File: src/rtl/cache_ctrl_pkg.sv
// rtl/cache_ctrl_pkg.sv - shared types and default widths for the cache controller
package cache_ctrl_pkg;

    localparam int DEF_ADDR_WIDTH  = 32;
    localparam int DEF_WORD_SIZE   = 32;
    localparam int DEF_MEM_TIMEOUT = 64;

    typedef enum logic [2:0] {
        IDLE,
        COMPARE,
        WRITEBACK,
        ALLOCATE,
        RESP
    } state_e;

endpackage

File: src/rtl/cache_ctrl_watchdog.sv
// rtl/cache_ctrl_watchdog.sv - memory-phase watchdog: clears on load, counts while enabled, flags expiry
module cache_ctrl_watchdog #(
    parameter int MEM_TIMEOUT = 64,
    parameter int TO_CNT_W    = $clog2(MEM_TIMEOUT + 1)
) (
    input  logic clk,
    input  logic rst_n,
    input  logic load,
    input  logic en,
    output logic expire
);

    logic [TO_CNT_W-1:0] cnt_q, cnt_d;

    // Counter holds the number of cycles already spent in the current memory phase
    always_comb begin
        cnt_d = cnt_q;
        if (load) begin
            cnt_d = '0;
        end else if (en) begin
            cnt_d = cnt_q + TO_CNT_W'(1);
        end
    end

    // Counter register
    always_ff @(posedge clk or negedge rst_n) begin
        if (!rst_n) begin
            cnt_q <= '0;
        end else begin
            cnt_q <= cnt_d;
        end
    end

    // Expiry is raised during the MEM_TIMEOUT-th cycle of the phase
    assign expire = en && (cnt_q == TO_CNT_W'(MEM_TIMEOUT - 1));

endmodule

File: src/rtl/cache_ctrl_fsm.sv
// rtl/cache_ctrl_fsm.sv - cache sequencing FSM; optional statistics under CACHE_CTRL_STATS_EN
module cache_ctrl_fsm
    import cache_ctrl_pkg::*;
#(
    parameter int ADDR_WIDTH  = DEF_ADDR_WIDTH,
    parameter int WORD_SIZE   = DEF_WORD_SIZE,
    parameter int MEM_TIMEOUT = DEF_MEM_TIMEOUT,
    parameter int TO_CNT_W    = $clog2(MEM_TIMEOUT + 1)
) (
    input  logic                  clk,
    input  logic                  rst_n,
    input  logic                  cpu_valid,
    output logic                  cpu_ready,
    input  logic                  cpu_we,
    input  logic [ADDR_WIDTH-1:0] cpu_addr,
    input  logic [WORD_SIZE-1:0]  cpu_wdata,
    output logic                  cpu_resp_valid,
    output logic [WORD_SIZE-1:0]  cpu_rdata,
    output logic                  cpu_err,
    output logic [ADDR_WIDTH-1:0] cache_addr,
    output logic [WORD_SIZE-1:0]  cache_wdata,
    output logic                  req_type,
    output logic                  read_en_cache,
    output logic                  write_en_cache,
    output logic                  read_en_mem,
    output logic                  write_en_mem,
    output logic                  refill,
    input  logic                  hit,
    input  logic                  dirty_bit,
    input  logic [WORD_SIZE-1:0]  cache_rdata,
    input  logic                  mem_ack,
    output logic [31:0]           hit_cnt,
    output logic [31:0]           miss_cnt,
    output logic [31:0]           wb_cnt
);

    state_e                state_q, state_d;
    logic [ADDR_WIDTH-1:0] addr_q, addr_d;
    logic [WORD_SIZE-1:0]  wdata_q, wdata_d;
    logic                  we_q, we_d;
    logic                  refill_pass_q, refill_pass_d;
    logic                  err_q, err_d;
    logic                  rd_hit_q, rd_hit_d;
    logic                  wd_load, wd_en, wd_expire;

    // Watchdog is cleared on entry to either memory phase, including WRITEBACK -> ALLOCATE
    assign wd_en   = (state_q == WRITEBACK) || (state_q == ALLOCATE);
    assign wd_load = ((state_d == WRITEBACK) && (state_q != WRITEBACK)) ||
                     ((state_d == ALLOCATE)  && (state_q != ALLOCATE));

    cache_ctrl_watchdog #(
        .MEM_TIMEOUT (MEM_TIMEOUT),
        .TO_CNT_W    (TO_CNT_W)
    ) u_watchdog (
        .clk    (clk),
        .rst_n  (rst_n),
        .load   (wd_load),
        .en     (wd_en),
        .expire (wd_expire)
    );

    // Next-state, request latching and strobe generation
    always_comb begin
        state_d        = state_q;
        addr_d         = addr_q;
        wdata_d        = wdata_q;
        we_d           = we_q;
        refill_pass_d  = refill_pass_q;
        err_d          = err_q;
        rd_hit_d       = rd_hit_q;
        cpu_ready      = 1'b0;
        cpu_resp_valid = 1'b0;
        cpu_rdata      = '0;
        cpu_err        = 1'b0;
        read_en_cache  = 1'b0;
        write_en_cache = 1'b0;
        read_en_mem    = 1'b0;
        write_en_mem   = 1'b0;
        refill         = 1'b0;
        case (state_q)
            IDLE: begin
                cpu_ready = 1'b1;
                if (cpu_valid) begin
                    addr_d        = cpu_addr;
                    wdata_d       = cpu_wdata;
                    we_d          = cpu_we;
                    refill_pass_d = 1'b0;
                    err_d         = 1'b0;
                    rd_hit_d      = 1'b0;
                    state_d       = COMPARE;
                end
            end
            COMPARE: begin
                refill = refill_pass_q;
                if (hit) begin
                    read_en_cache  = !we_q;
                    write_en_cache = we_q;
                    rd_hit_d       = !we_q;
                    state_d        = RESP;
                end else if (refill_pass_q) begin
                    err_d   = 1'b1;
                    state_d = RESP;
                end else if (dirty_bit) begin
                    state_d = WRITEBACK;
                end else begin
                    state_d = ALLOCATE;
                end
            end
            WRITEBACK: begin
                read_en_cache = 1'b1;
                write_en_mem  = 1'b1;
                if (mem_ack) begin
                    state_d = ALLOCATE;
                end else if (wd_expire) begin
                    err_d   = 1'b1;
                    state_d = RESP;
                end
            end
            ALLOCATE: begin
                read_en_mem = 1'b1;
                if (mem_ack) begin
                    write_en_cache = 1'b1;
                    refill_pass_d  = 1'b1;
                    state_d        = COMPARE;
                end else if (wd_expire) begin
                    err_d   = 1'b1;
                    state_d = RESP;
                end
            end
            RESP: begin
                cpu_resp_valid = 1'b1;
                cpu_err        = err_q;
                cpu_rdata      = rd_hit_q ? cache_rdata : '0;
                state_d        = IDLE;
            end
            default: begin
                state_d = IDLE;
            end
        endcase
    end

    // State and latched request registers
    always_ff @(posedge clk or negedge rst_n) begin
        if (!rst_n) begin
            state_q       <= IDLE;
            addr_q        <= '0;
            wdata_q       <= '0;
            we_q          <= 1'b0;
            refill_pass_q <= 1'b0;
            err_q         <= 1'b0;
            rd_hit_q      <= 1'b0;
        end else begin
            state_q       <= state_d;
            addr_q        <= addr_d;
            wdata_q       <= wdata_d;
            we_q          <= we_d;
            refill_pass_q <= refill_pass_d;
            err_q         <= err_d;
            rd_hit_q      <= rd_hit_d;
        end
    end

    assign cache_addr  = addr_q;
    assign cache_wdata = wdata_q;
    assign req_type    = we_q;

`ifdef CACHE_CTRL_STATS_EN
    logic [31:0] hit_cnt_q, hit_cnt_d;
    logic [31:0] miss_cnt_q, miss_cnt_d;
    logic [31:0] wb_cnt_q, wb_cnt_d;

    // Saturating event counters; only first-pass lookups count as hits or misses
    always_comb begin
        hit_cnt_d  = hit_cnt_q;
        miss_cnt_d = miss_cnt_q;
        wb_cnt_d   = wb_cnt_q;
        if ((state_q == COMPARE) && !refill_pass_q) begin
            if (hit && (hit_cnt_q != 32'hFFFF_FFFF)) begin
                hit_cnt_d = hit_cnt_q + 32'd1;
            end
            if (!hit && (miss_cnt_q != 32'hFFFF_FFFF)) begin
                miss_cnt_d = miss_cnt_q + 32'd1;
            end
        end
        if ((state_q == WRITEBACK) && mem_ack && (wb_cnt_q != 32'hFFFF_FFFF)) begin
            wb_cnt_d = wb_cnt_q + 32'd1;
        end
    end

    // Statistics registers
    always_ff @(posedge clk or negedge rst_n) begin
        if (!rst_n) begin
            hit_cnt_q  <= '0;
            miss_cnt_q <= '0;
            wb_cnt_q   <= '0;
        end else begin
            hit_cnt_q  <= hit_cnt_d;
            miss_cnt_q <= miss_cnt_d;
            wb_cnt_q   <= wb_cnt_d;
        end
    end

    assign hit_cnt  = hit_cnt_q;
    assign miss_cnt = miss_cnt_q;
    assign wb_cnt   = wb_cnt_q;
`else
    assign hit_cnt  = 32'd0;
    assign miss_cnt = 32'd0;
    assign wb_cnt   = 32'd0;
`endif

endmodule

File: config.mk
export PLATFORM = sky130hd
export DESIGN_NAME = cache_ctrl_fsm
export DESIGN_NICKNAME = d
export VERILOG_FILES = /design/src/rtl/cache_ctrl_pkg.sv /design/src/rtl/cache_ctrl_watchdog.sv /design/src/rtl/cache_ctrl_fsm.sv
export SDC_FILE = /design/constraint.sdc
export NUM_CORES = 1
export LEC_CHECK = 0
export ABC_AREA = 0
export CAP_MARGIN = 10
export CORE_AREA = 5 5 114 116
export CTS_BUF_LIST = sky130_fd_sc_hd__clkbuf_4
export CTS_CLUSTER_SIZE = 20
export DETAILED_ROUTE_END_ITERATION = 7
export DIE_AREA = 0 0 119 121
export PLACE_DENSITY = 0.85
export SLEW_MARGIN = 30
export SYNTH_ARGS = -nofsm -noshare
export SYNTH_HDL_FRONTEND = slang
export SYNTH_SLANG_ARGS = --single-unit
File: constraint.sdc
create_clock -name clk -period 5.3 [get_ports clk]
set_clock_uncertainty 0.15 [all_clocks]
set_input_delay 1.06 -clock clk [delete_from_list [all_inputs] [get_ports clk]]
set_output_delay 1.06 -clock clk [all_outputs]
set_load 0.02 [all_outputs]
# Word level (Yosys, flattened, before mapping)
# Cells that the tools add are included.
# classes
n_addsub,1
n_eq_ne,16
n_mux,33
n_reduce_logical,16
# ops
cell,n
2-to-1 mux 32 bit,2
2-to-1 mux 3 bit,6
2-to-1 mux 1 bit,17
2-to-1 mux 7 bit,2
"== test 3 x 2 -> 1 bit, second input constant",4
"!= test 2 bit, second input constant",6
case mux 3 bit (4 select lines),1
case mux 1 bit (2 select lines),4
"adder 7 x 1 -> 7 bit, second input constant",1
"== test 7 x 6 -> 1 bit, second input constant",1
"!= test 3 x 2 -> 1 bit, second input constant",2
AND reduction 3 bit,2
AND reduction 6 bit,1
nonzero test 2 bit,3
"== test 3 x 1 -> 1 bit, second input constant",1
"== test 3 bit, second input constant",1
logical AND 1 bit,3
zero test 3 bit,1
case mux 1 bit (3 select lines),1
nonzero test 3 bit,1
logical OR 1 bit,2
"!= test 2 x 1 -> 1 bit, second input constant",1
AND reduction 2 bit,1
OR reduction 2 bit,1
zero test 1 bit,1
# totals
reg_bits,78
output_inout_bits,201

# Depth between registers and ports, before layout
# depth
word_depth,10
mapped_depth,6
depth_no_buf,4

# Cells and area by module
# From an unflattened synthesis, not the netlist that was laid out.
# unflattened
cells_unflattened,356
hier_area_um2,4171.5
# by_module_without_submodules
mod,instances,cells_each,area_per_inst_um2,seq_area_each_um2
cache_ctrl_fsm,1,324,3827.4,1776.7
cache_ctrl_watchdog,1,32,344.1,175.2

# Least setup slack after synthesis
# Ideal clock, no wire load.
# synth_path
kind,input port to output port
from,input port hit
to,output port read_en_cache
arrival_ns,1.650
path_slack_ns,2.440
stages,3
n_path_buf,0
path_cell_list,nor4bb_1 -> a21oi_1 -> nor2_1
# synth_via
elab_chain_cells,2
# synth_lines
element,line,source
start: declaration,cache_ctrl_fsm.sv:28,"input logic hit,"
2-to-1 mux 1 bit,cache_ctrl_fsm.sv:95,if (hit) begin
case mux 1 bit (2 select lines),cache_ctrl_fsm.sv:80,case (state_q)
end: declaration,cache_ctrl_fsm.sv:23,"output logic read_en_cache,"
# Every way passes these cells.

# Final worst setup path
# Same ends and word-level chain as after synthesis.

==> results.toml <==
[placed_design]
gp_congestion = 0.868
port-buffer-count = 207
post_dp_cell_area_um2 = 5920
dp.final_hpwl_um = 9310
placed_instances = 691

[global_routing]
sum_of_overflow_across_all_layers_after_global_routing = 0
grt_util_met3_pct = 10.5
wire_length_of_the_first_global_routing_pass_um = 17200
layer_carrying_the_most_global_route_usage = "met2"
gr-usage-met1_pct = 13.5
grt_start_max_net_pins = 79
globalRouteMet2Util_pct = 27.7
via_count_of_the_first_global_routing_pass = 3178
grt.total_usage_pct = 15.2
antenna_found_initial = 0

[worst_setup_path]
worstPathArrival_ps = 2830
critical_path.cell_chain = "clkdlybuf4s50_1, nor4bb_1, a21oi_1, nor2_1, clkdlybuf4s50_1"
timing.critical_path.mode_cell = "clkdlybuf4s50_1"
timing.reg2reg.setup_slack_ps = 2840
crit_path_class = "primary input to output pin"
cpLargestDelayFamily = "buffers and inverters"
timing.critical_path.fanout_max = 8
critical_path_required_ps = 4090
worstPathBufferInverterCount = 2
cpMaxStageDelayCell = "clkdlybuf4s50_1"
worstSetupStartpointType = "primary input"
critPathMaxStageDelay_ps = 630
timing.critical_path.to_type = "output pin"

[synth]
syn_inst = 351
synth-async-reset-ratio_pct = 100
syn_area_um2 = 4110
yosys.cell_types.count = 38
ys.flop_type = "dfrtp_1"
synth.yosys.warnings = 0
yosysMostFrequentCell = "buf_4"
synth_commonest_cells = "buf_4, dfrtp_1, mux2_2, and2_1, mux2_1"
synth.yosys.seq_area_share_pct = 47.5
synth-seq-cells = 78
post-synth-top-area-fraction_pct = 47.5
post_synth_main_area_contributors = "dfrtp_1, buf_4, mux2_2"
synth_largest_area_cell = "dfrtp_1"
synth-edff-count = 0
syn_avg_cell_area_um2 = 11.7

[final_layout]
finish.instance_area_um2 = 6010
finalCoreUtilization_pct = 50.9
final_nets = 659
multi_input_gate_area_in_the_final_layout_um2 = 1690
diodes = 0
syn2layout_area_growth_pct = 46.4
drive_gt1_share_pct = 11.5
final-seq-area_um2 = 1950
post_layout_nonfiller_instances = 704
num-fill-cells = 1023

[timing]
setup_repair_after_global_routing_missed_its_margin = "no"
setup_viol = 0
timing.setup.tns_ps = 0
fmax_achieved_mhz = 247
timing_worst_slew_pin_value_ps = 820
worst_hold_slack_ps = 347
report.final.hold_viol_count = 0
layout_worst_path_cycle_share_pct = 76.3
final_max_slew_viols = 0
slew_headroom_pct = 45.3
fin_crit_ps = 4040

[power_and_ir_drop]
power_per_cell_area_nw_per_um2 = 499
maximum_vdd_ir_drop_uv = 340
leakage_power_nw = 2.60

[routing]
routed_via_density = 4.24
drt_first_iter_violations = 109
drtAntennaViolNets = 0
routedWlPerCell_um = 16.2
routed_wirelength_um = 11400
firstDrtPassIters = 4
vias = 2988
drc = 0

[cts]
gates_resized_cts_repair = 0
holdBufCountCts = 0
tritoncts_sinks = 78
cts-buffers-inserted = 9
htreeDepth = 3
clk-insertion-delay-late_ps = 420
tritoncts = "built"
clk_root_buffer_cell = "clkbuf_4"
cts.clk_slew.worst_paths_ps = 100
post-cts-setup-buffer-count = 0
clockBufferDepth = 2

[status]
outcome = "complete, no violations"

[die]
start_util_pct = 34.8
die_area_um2 = 14400
core_footprint_um2 = 11800
placement_rows = 40
ios = 304
die_y_um = 121
dieWidth_um = 119

[job]
drv_cap = 0

[min_path]
min_path_type = "flop to flop"
[placed cells by master (no fill, tap or decap), types with 2 or more instances in the layout]
master           Yosys  layout
and2_1              34      34
inv_1                4       4
or3_1                3       3
clkinv_1             0       2
a21oi_1              7       7
o21ai_0              7       7
nor2_1               7       7
mux2_1              17      17
clkinv_2             0       2
and3_1               2       2
clkbuf_4             0       9
dfrtp_1             78      78
xor2_1               2       2
clkdlybuf4s50_1      0     206
nand2_1              6       6
mux2_2              48      48
conb_1               1      96
nand3b_1             4       4
and3b_1              2       2
[where the power goes]
part	switching (W)	leakage, nW	internal [W]
sequential	0.000191	0.938	0.000880
combinational	0.000804	1.61	0.000848
clock	0.000189	0.0524	0.0000844
[cell families (layout without fill, tap and decap cells)]
| logic type | after synthesis | after routing | synth area share [%] |
|---|---|---|---|
| compound gates | 20 | 20 | 2.93 |
| xor+xnor | 2 | 2 | 0.427 |
| fa+ha+maj | 1 | 1 | 0.305 |
| buf+inv | 114 | 225 | 19.9 |
| flops | 78 | 78 | 47.5 |
| mux | 66 | 66 | 18.1 |
| other cells | 1 | 96 | 0.0913 |
| simple gates | 69 | 69 | 10.8 |
[layer usage]
layer	wire length (um)	share of wire, %
met1	3550	31
met2	5960	52
met3	1800	16
met4	71	0.62
met5	0	0
[layout make-up]
class | count | share of cell area, %
clock buffers | 9 | 1.12
clock inverters | 4 | 0.291
inverters | 4 | 0.250
multi-input cells | 254 | 28.2
flip-flops and latches | 78 | 32.5
well taps | 147 | 3.06
repair buffers | 208 | 34.6
[registers in the layout, summed over array words and instances, names as in the netlist]
| name | count |
|---|---|
| cache_addr | 32 |
| cache_wdata | 32 |
| err_q | 1 |
| rd_hit_q | 1 |
| refill_pass_q | 1 |
| req_type | 1 |
| state_q | 3 |
| u_watchdog.cnt_q | 7 |
[final timing paths]
check | start | to | depth (start not counted)
min reg2reg | cache_addr[3]$_DFFE_PN0P_ | cache_addr[3]$_DFFE_PN0P_ | 1
max in group asynchronous | rst_n | cache_addr[24]$_DFFE_PN0P_ | 1
max reg2reg | state_q[1]$_DFF_PN0_ | cache_addr[22]$_DFFE_PN0P_ | 3
min | cache_addr[3]$_DFFE_PN0P_ | cache_addr[3]$_DFFE_PN0P_ | 1
max | hit | read_en_cache | 5
min in group asynchronous | rst_n | cache_addr[0]$_DFFE_PN0P_ | 1
[per-stage QoR]
stage | setup WS [ps] | total power, W
floorplan | 2440 | 0.00201
global placement | 1360 | 0.00270
detailed placement | 1270 | 0.00275
CTS | 1250 | 0.00303
global route | 1120 | 0.00319
finish | 1260 | 0.00300
Note: power is estimated with default switching activity, not from simulation.
